$ cat config.mk
export PLATFORM = sky130hd
export DESIGN_NAME = rgb_pwm_fader_flat
export DESIGN_NICKNAME = d
export VERILOG_FILES = /design/src/rtl/rgb_pwm_fader_pkg.sv /design/src/rtl/rgb_pwm_fader_if.sv /design/src/rtl/rgb_pwm_fader_channel.sv /design/src/rtl/rgb_pwm_fader.sv /design/src/flat_wrapper.sv
export SDC_FILE = /design/constraint.sdc
export NUM_CORES = 1
export LEC_CHECK = 0
export ABC_AREA = 1
export BUFFER_PORTS_ARGS = -buffer_cell sky130_fd_sc_hd__buf_4
export CORE_UTILIZATION = 45
export CTS_CLUSTER_SIZE = 25
export DETAILED_ROUTE_END_ITERATION = 10
export MAX_ROUTING_LAYER = met4
export PLACE_DENSITY = 0.69
export SLEW_MARGIN = 40
export SYNTH_ARGS = -nofsm -noshare
export SYNTH_HDL_FRONTEND = slang
export SYNTH_SLANG_ARGS = --single-unit
export TNS_END_PERCENT = 100
$ cat constraint.sdc
create_clock -name hw_clk -period 2.7 [get_ports hw_clk]
set_input_delay 0.135 -clock hw_clk [delete_from_list [all_inputs] [get_ports hw_clk]]
set_output_delay 0.135 -clock hw_clk [all_outputs]
set_load 0.02 [all_outputs]
$ cat src/rtl/rgb_pwm_fader_pkg.sv
// Shared types and widths for the RGB PWM fader: duty width, FSM state
// encoding and the packed colour triple.
package rgb_pkg;

  localparam int DUTY_W = 8;

  typedef enum logic [1:0] {
    ST_IDLE,
    ST_LOAD,
    ST_FADE
  } state_t;

  typedef struct packed {
    logic [DUTY_W-1:0] r;
    logic [DUTY_W-1:0] g;
    logic [DUTY_W-1:0] b;
  } rgb_t;

endpackage

$ cat src/rtl/rgb_pwm_fader_if.sv
// Target-colour handshake between a colour source and the fader.
interface rgb_pwm_fader_if;
  import rgb_pkg::*;

  logic [DUTY_W-1:0] tgt_r;
  logic [DUTY_W-1:0] tgt_g;
  logic [DUTY_W-1:0] tgt_b;
  logic              tgt_fade;
  logic              tgt_valid;
  logic              tgt_ready;

  modport master (
    output tgt_r, tgt_g, tgt_b, tgt_fade, tgt_valid,
    input  tgt_ready
  );

  modport slave (
    input  tgt_r, tgt_g, tgt_b, tgt_fade, tgt_valid,
    output tgt_ready
  );

endinterface

$ cat src/rtl/rgb_pwm_fader_channel.sv
// One PWM colour channel: owns the applied duty and the registered compare.
// The duty only moves on a period boundary, so no partial periods appear.
module rgb_pwm_channel
  import rgb_pkg::*;
(
  input  logic              clk,
  input  logic              rst,
  input  logic [DUTY_W-1:0] pwm_cnt,
  input  logic              wrap,
  input  logic              step_en,
  input  logic              load_en,
  input  logic [DUTY_W-1:0] tgt,
  output logic              pwm,
  output logic [DUTY_W-1:0] duty,
  output logic              done,
  output logic              near
);

  logic [DUTY_W-1:0] duty_q, duty_d;
  logic              pwm_q, pwm_d;

  always_comb begin
    duty_d = duty_q;
    pwm_d  = (pwm_cnt < duty_q);
    if (wrap && load_en) begin
      duty_d = tgt;
    end else if (wrap && step_en) begin
      // Saturating single-LSB move: stops exactly on the target.
      if (duty_q < tgt) begin
        duty_d = duty_q + DUTY_W'(1);
      end else if (duty_q > tgt) begin
        duty_d = duty_q - DUTY_W'(1);
      end
    end
  end

  always_ff @(posedge clk) begin
    if (rst) begin
      duty_q <= '0;
      pwm_q  <= 1'b0;
    end else begin
      duty_q <= duty_d;
      pwm_q  <= pwm_d;
    end
  end

  assign pwm  = pwm_q;
  assign duty = duty_q;
  assign done = (duty_q == tgt);
  // One LSB away: the next step will land on the target.
  assign near = (duty_q < tgt) ? ((tgt - duty_q) == DUTY_W'(1))
                               : ((duty_q - tgt) == DUTY_W'(1));

endmodule

$ cat src/rtl/rgb_pwm_fader.sv
// Three-channel PWM generator with wrap-aligned jump or one-LSB-per-step
// fading toward a target colour accepted over a valid/ready handshake.
module rgb_pwm_fader
  import rgb_pkg::*;
#(
  parameter int PRESCALE     = 4,
  parameter int STEP_PERIODS = 2
) (
  input  logic              hw_clk,
  input  logic              rst,
  rgb_pwm_fader_if.slave    tgt,
  output logic              pwm_r,
  output logic              pwm_g,
  output logic              pwm_b,
  output logic [DUTY_W-1:0] duty_r,
  output logic [DUTY_W-1:0] duty_g,
  output logic [DUTY_W-1:0] duty_b,
  output logic              busy
);

  logic [15:0]       pre_cnt_q, pre_cnt_d;
  logic [DUTY_W-1:0] pwm_cnt_q, pwm_cnt_d;
  logic [7:0]        step_cnt_q, step_cnt_d;
  state_t            state_q, state_d;
  rgb_t              tgt_q, tgt_d;
  logic              fade_q, fade_d;

  logic       tick, wrap, step_en, load_en;
  logic [2:0] done, near;
  logic       all_done, last_step;

  assign tick      = (pre_cnt_q == 16'(PRESCALE - 1));
  assign wrap      = tick && (pwm_cnt_q == '1);
  assign all_done  = &done;
  assign last_step = &(done | near);

  always_comb begin
    pre_cnt_d = tick ? 16'd0 : pre_cnt_q + 16'd1;
    pwm_cnt_d = tick ? pwm_cnt_q + DUTY_W'(1) : pwm_cnt_q;
  end

  always_comb begin
    state_d    = state_q;
    tgt_d      = tgt_q;
    fade_d     = fade_q;
    step_cnt_d = step_cnt_q;
    step_en    = 1'b0;
    load_en    = 1'b0;
    case (state_q)
      ST_IDLE: begin
        if (tgt.tgt_valid) begin
          tgt_d.r = tgt.tgt_r;
          tgt_d.g = tgt.tgt_g;
          tgt_d.b = tgt.tgt_b;
          fade_d  = tgt.tgt_fade;
          state_d = ST_LOAD;
        end
      end
      ST_LOAD: begin
        if (wrap) begin
          if (!fade_q) begin
            load_en = 1'b1;
            state_d = ST_IDLE;
          end else if (all_done) begin
            state_d = ST_IDLE;
          end else begin
            step_cnt_d = 8'd0;
            state_d    = ST_FADE;
          end
        end
      end
      ST_FADE: begin
        if (wrap) begin
          if (step_cnt_q == 8'(STEP_PERIODS - 1)) begin
            step_cnt_d = 8'd0;
            step_en    = 1'b1;
            // Leave in the step cycle so ready rises right after the last move.
            if (last_step) begin
              state_d = ST_IDLE;
            end
          end else begin
            step_cnt_d = step_cnt_q + 8'd1;
          end
        end
      end
      default: state_d = ST_IDLE;
    endcase
  end

  always_ff @(posedge hw_clk) begin
    if (rst) begin
      pre_cnt_q  <= '0;
      pwm_cnt_q  <= '0;
      step_cnt_q <= '0;
      state_q    <= ST_IDLE;
      tgt_q      <= '0;
      fade_q     <= 1'b0;
    end else begin
      pre_cnt_q  <= pre_cnt_d;
      pwm_cnt_q  <= pwm_cnt_d;
      step_cnt_q <= step_cnt_d;
      state_q    <= state_d;
      tgt_q      <= tgt_d;
      fade_q     <= fade_d;
    end
  end

  assign tgt.tgt_ready = (state_q == ST_IDLE);
  assign busy          = (state_q != ST_IDLE);

  rgb_pwm_channel u_ch_r (
    .clk(hw_clk), .rst(rst), .pwm_cnt(pwm_cnt_q), .wrap(wrap),
    .step_en(step_en), .load_en(load_en), .tgt(tgt_q.r),
    .pwm(pwm_r), .duty(duty_r), .done(done[0]), .near(near[0])
  );

  rgb_pwm_channel u_ch_g (
    .clk(hw_clk), .rst(rst), .pwm_cnt(pwm_cnt_q), .wrap(wrap),
    .step_en(step_en), .load_en(load_en), .tgt(tgt_q.g),
    .pwm(pwm_g), .duty(duty_g), .done(done[1]), .near(near[1])
  );

  rgb_pwm_channel u_ch_b (
    .clk(hw_clk), .rst(rst), .pwm_cnt(pwm_cnt_q), .wrap(wrap),
    .step_en(step_en), .load_en(load_en), .tgt(tgt_q.b),
    .pwm(pwm_b), .duty(duty_b), .done(done[2]), .near(near[2])
  );

endmodule

$ cat src/flat_wrapper.sv
// flat-port wrapper written by rule: the top's interface ports become plain ports
module rgb_pwm_fader_flat import rgb_pkg::*;
#(
  parameter int PRESCALE     = 4,
  parameter int STEP_PERIODS = 2
)
  (hw_clk, rst, pwm_r, pwm_g, pwm_b, duty_r, duty_g, duty_b, busy, tgt_tgt_r, tgt_tgt_g, tgt_tgt_b, tgt_tgt_fade, tgt_tgt_valid, tgt_tgt_ready);
  rgb_pwm_fader_if tgt_i ();
  input  logic hw_clk;
  input  logic rst;
  output logic pwm_r;
  output logic pwm_g;
  output logic pwm_b;
  output logic [DUTY_W-1:0] duty_r;
  output logic [DUTY_W-1:0] duty_g;
  output logic [DUTY_W-1:0] duty_b;
  output logic busy;
  input wire logic [$bits(tgt_i.tgt_r)-1:0] tgt_tgt_r;
  input wire logic [$bits(tgt_i.tgt_g)-1:0] tgt_tgt_g;
  input wire logic [$bits(tgt_i.tgt_b)-1:0] tgt_tgt_b;
  input wire logic [$bits(tgt_i.tgt_fade)-1:0] tgt_tgt_fade;
  input wire logic [$bits(tgt_i.tgt_valid)-1:0] tgt_tgt_valid;
  output wire logic [$bits(tgt_i.tgt_ready)-1:0] tgt_tgt_ready;
  assign tgt_i.tgt_r = tgt_tgt_r;
  assign tgt_i.tgt_g = tgt_tgt_g;
  assign tgt_i.tgt_b = tgt_tgt_b;
  assign tgt_i.tgt_fade = tgt_tgt_fade;
  assign tgt_i.tgt_valid = tgt_tgt_valid;
  assign tgt_tgt_ready = tgt_i.tgt_ready;
  rgb_pwm_fader #(.PRESCALE(PRESCALE), .STEP_PERIODS(STEP_PERIODS)) u_core (.hw_clk(hw_clk), .rst(rst), .tgt(tgt_i), .pwm_r(pwm_r), .pwm_g(pwm_g), .pwm_b(pwm_b), .duty_r(duty_r), .duty_g(duty_g), .duty_b(duty_b), .busy(busy));
endmodule
==> flow_metrics.tcl <==
set metrics [dict create \
    status "finished, final reports clean" \
    routedWlPerCell_um 13.2 \
    cts_hold_buf 0 \
    avgSynthCellArea_um2 6.60 \
    holdWs_ps 20.5 \
    drc_errors 0 \
    cp_cell_sequence "inv_2, ha_4, fa_2, inv_2, nand2_2, nand2_2, nand2_2, nand2_4, ha_4, a21oi_4, nand2_4, a21oi_2, nor2_1, nor2_1, xor2_1, o21ai_1, a21oi_1" \
    num_vias 7495 \
    wirelength_um 19600 \
    yosysMostFrequentCell "nand2_1" \
    period_needed_ps 2650 \
    r2r_setup_slack_ps 50 \
    skew_ps 13.0 \
    syn_inst 1146 \
    max_freq_mhz 378 \
    clk-insertion-delay-late_ps 360 \
    htreeDepth 3 \
    endpoint_kind "flop" \
    clkSinkCount 86 \
    arrival_ps 2930 \
    fillers 1598 \
    timing.rr.end "u_core.u_ch_r.duty[5]" \
    min_period_over_period_pct 98.0 \
    synth_area_leaders "dfxtp_1 (23%), nand2_1 (15%), ha_1 (15%)" \
    design.die.area_um2 17300 \
    min_path_type "input port to flop" \
    start_util_pct 45.8 \
    yosysWarnings 0 \
    stdcell_area_um2 9420 \
    cts_tree "built" \
    die_w_um 132 \
    r2r_cells 17 \
    synth_cell_types 46 \
    max_stage_delay_ps 400 \
    grt_max_degree 50 \
    antenna_found_initial 0 \
    powerDensity_nw_per_um2 609 \
    required_ps 2980 \
    dr.pass1.iters 5 \
    port_buffers 56 \
    start_kind "flop" \
    cpMostUsedCell "nand2_2" \
    synth_top_area_share_pct 22.8 \
    final_nets 1390 \
    postRouteAntennaNets 0 \
    slew_viol_final 0 \
    place_hpwl_um 14500 \
    maxSlewHeadroom_pct 64.1 \
    vias_per_cell 5.04 \
    power_leakage_nw 4.50 \
    setup_viol 0 \
    worstHoldStart "tgt_tgt_fade" \
    holdPathEnd "u_core.fade_q" \
    clockBufferDepth 2 \
    r2r_start "u_core.u_ch_r.duty[0]" \
    core_um2 16500 \
    placed_area_um2 8580 \
    grt-ovfl-total 0 \
    path_class "flop to flop" \
    netlist_area_um2 7570 \
    area_growth_pct 24.5 \
    place.gp.congestion 0.906 \
    whs_path_depth 3 \
    ys.flop_type "dfxtp_1" \
    drive_above_1_share_pct 21.7 \
    crit_path_top_delay_cell "fa_2" \
    grt_pass1_wl_um 31800 \
    async_reset_ff_share_pct 0 \
    worstPathMaxFanout 8 \
    numCtsBuffers 9 \
    final_cells 1486 \
    synth_edf_count 0 \
    diodes 0 \
    finalHoldViolations 0 \
    synth_seq_cells 86 \
    syn_nets 1275 \
    num_rows 47 \
    maxCapViolations 0 \
    tightest_slew_ps 537 \
    seq_area_frac_synth_pct 22.8 \
    synth_top_area_cell "dfxtp_1" \
    netlist_top_cells_count "nand2_1 (311), inv_1 (172), a21oi_1 (112), ha_1 (92), dfxtp_1 (86)" \
    path_clk_slew_ps 70 \
    ios 57 \
    vdd_drop_max_uv 401 \
    die_height_um 132 \
    cts_root_buffer "clkbuf_16" \
    drt_iter0_drc 349 \
    placed_cells 1447 \
    grt_usage_pct 23.0 \
    grt_pass1_vias 6941 \
]
logic make-up after synthesis:
family,count (synthesis),synth area share [%]
AOI/OAI and AO/OA,217,15.4
xor gates and xnor gates,37,4.28
adders and majority gates,101,17.6
buffers and inverters,214,11.1
DFF,86,22.8
and+or+nand+nor,491,28.8
layout make-up:
class / count / area, um^2 / share of cell area (%)
multi-input cells: 846 / 5390 / 57.1
well taps: 220 / 275 / 2.92
repair buffers: 131 / 1000 / 10.6
clock inverters: 6 / 67.6 / 0.717
flip-flops and latches: 86 / 1750 / 18.5
inverters: 187 / 712 / 7.55
clock buffers: 10 / 239 / 2.54
worst max path at each step:
stage / depth (start not counted) / slack [ps] / startpoint / endpoint
finish: 17 / 50 / u_core.u_ch_r.duty[0] / u_core.u_ch_r.duty[5]
global route: 17 / -90 / u_core.u_ch_r.duty[0] / u_core.u_ch_r.duty[5]
CTS: 17 / 4 / u_core.u_ch_r.duty[0] / u_core.u_ch_r.duty[5]
detailed placement: 17 / -40 / u_core.u_ch_g.duty[0] / u_core.u_ch_g.duty[5]
global placement: 17 / 70 / u_core.u_ch_g.duty[0] / u_core.u_ch_g.duty[5]
floorplan: 17 / -30 / u_core.u_ch_g.duty[0] / u_core.u_ch_g.duty[5]
what timing repair did:
item                                    4_1_cts  5_1_grt
endpoints found under the setup margin        3       13
resized for setup                             2       84
pin swaps                                     1       40
buffers inserted                              4       19
placed cells by master, fill, tap and decap left out, drive strengths merged, types with 2 or more instances in the layout:
| cell type | n |
|---|---|
| o21ai | 70 |
| nand3 | 48 |
| inv | 187 |
| nor4 | 7 |
| nor3 | 17 |
| clkinv | 3 |
| a21oi | 118 |
| a21boi | 3 |
| or2 | 3 |
| dfxtp | 86 |
| xnor2 | 12 |
| nor2 | 67 |
| a31oi | 13 |
| o21bai | 4 |
| buf | 131 |
| nand2 | 323 |
| nor3b | 6 |
| clkbuf | 10 |
| nand4 | 20 |
| a211oi | 2 |
| ha | 92 |
| o211ai | 3 |
| xor2 | 25 |
| clkinvlp | 2 |
| fa | 9 |
worst max-delay path, delay by kind of cell (launching register included):
kind | cells | cell delay, ps
adders and majority gates | 3 | 790
and+or+nand+nor | 7 | 610
AOI/OAI and AO/OA | 4 | 540
buffers and inverters | 2 | 100
DFF | 1 | 340
xor gates and xnor gates | 1 | 180
registers in the layout (all words and copies together), names as in the netlist:
| register | count |
|---|---|
| u_core.u_ch_g.pwm | 1 |
| u_core.tgt_q | 24 |
| u_core.u_ch_g.duty | 8 |
| u_core.fade_q | 1 |
| u_core.pre_cnt_q | 16 |
| u_core.state_q | 2 |
| u_core.u_ch_b.pwm | 1 |
| u_core.u_ch_b.duty | 8 |
| u_core.pwm_cnt_q | 8 |
| u_core.u_ch_r.pwm | 1 |
| u_core.step_cnt_q | 8 |
| u_core.u_ch_r.duty | 8 |
metrics by stage:
step | util (%) | setup TNS (ps) | worst slack, ps | power, mW
2_1_floorplan | - | -60.9 | -34.8 | 3.41
3_3_place_gp | 51.9 | 0 | 66.5 | 4.01
3_5_place_dp | 51.9 | -50.9 | -37.8 | 4.04
4_1_cts | 54.0 | 0 | 3.58 | 5.40
5_1_grt | 57.0 | -288 | -91.4 | 6.23
6_report | 57.0 | 0 | 52.9 | 5.74
per-layer routing:
metal	up-vias	track usage, %	wire length (um)	share of wire [%]
met5	-	-	0	0
met4	0	6.40	244	1.2
met3	23	3.32	745	3.8
met2	135	38.1	9340	48
met1	3419	29.0	9220	47
li1	3918	-	-	-
power by group:
group | internal [mW] | switching (mW)
logic | 1.24 | 1.74
clock network | 0.747 | 0.557
registers | 1.37 | 0.0933
total | 3.35 | 2.39
Power figures use the tool's default switching activity.
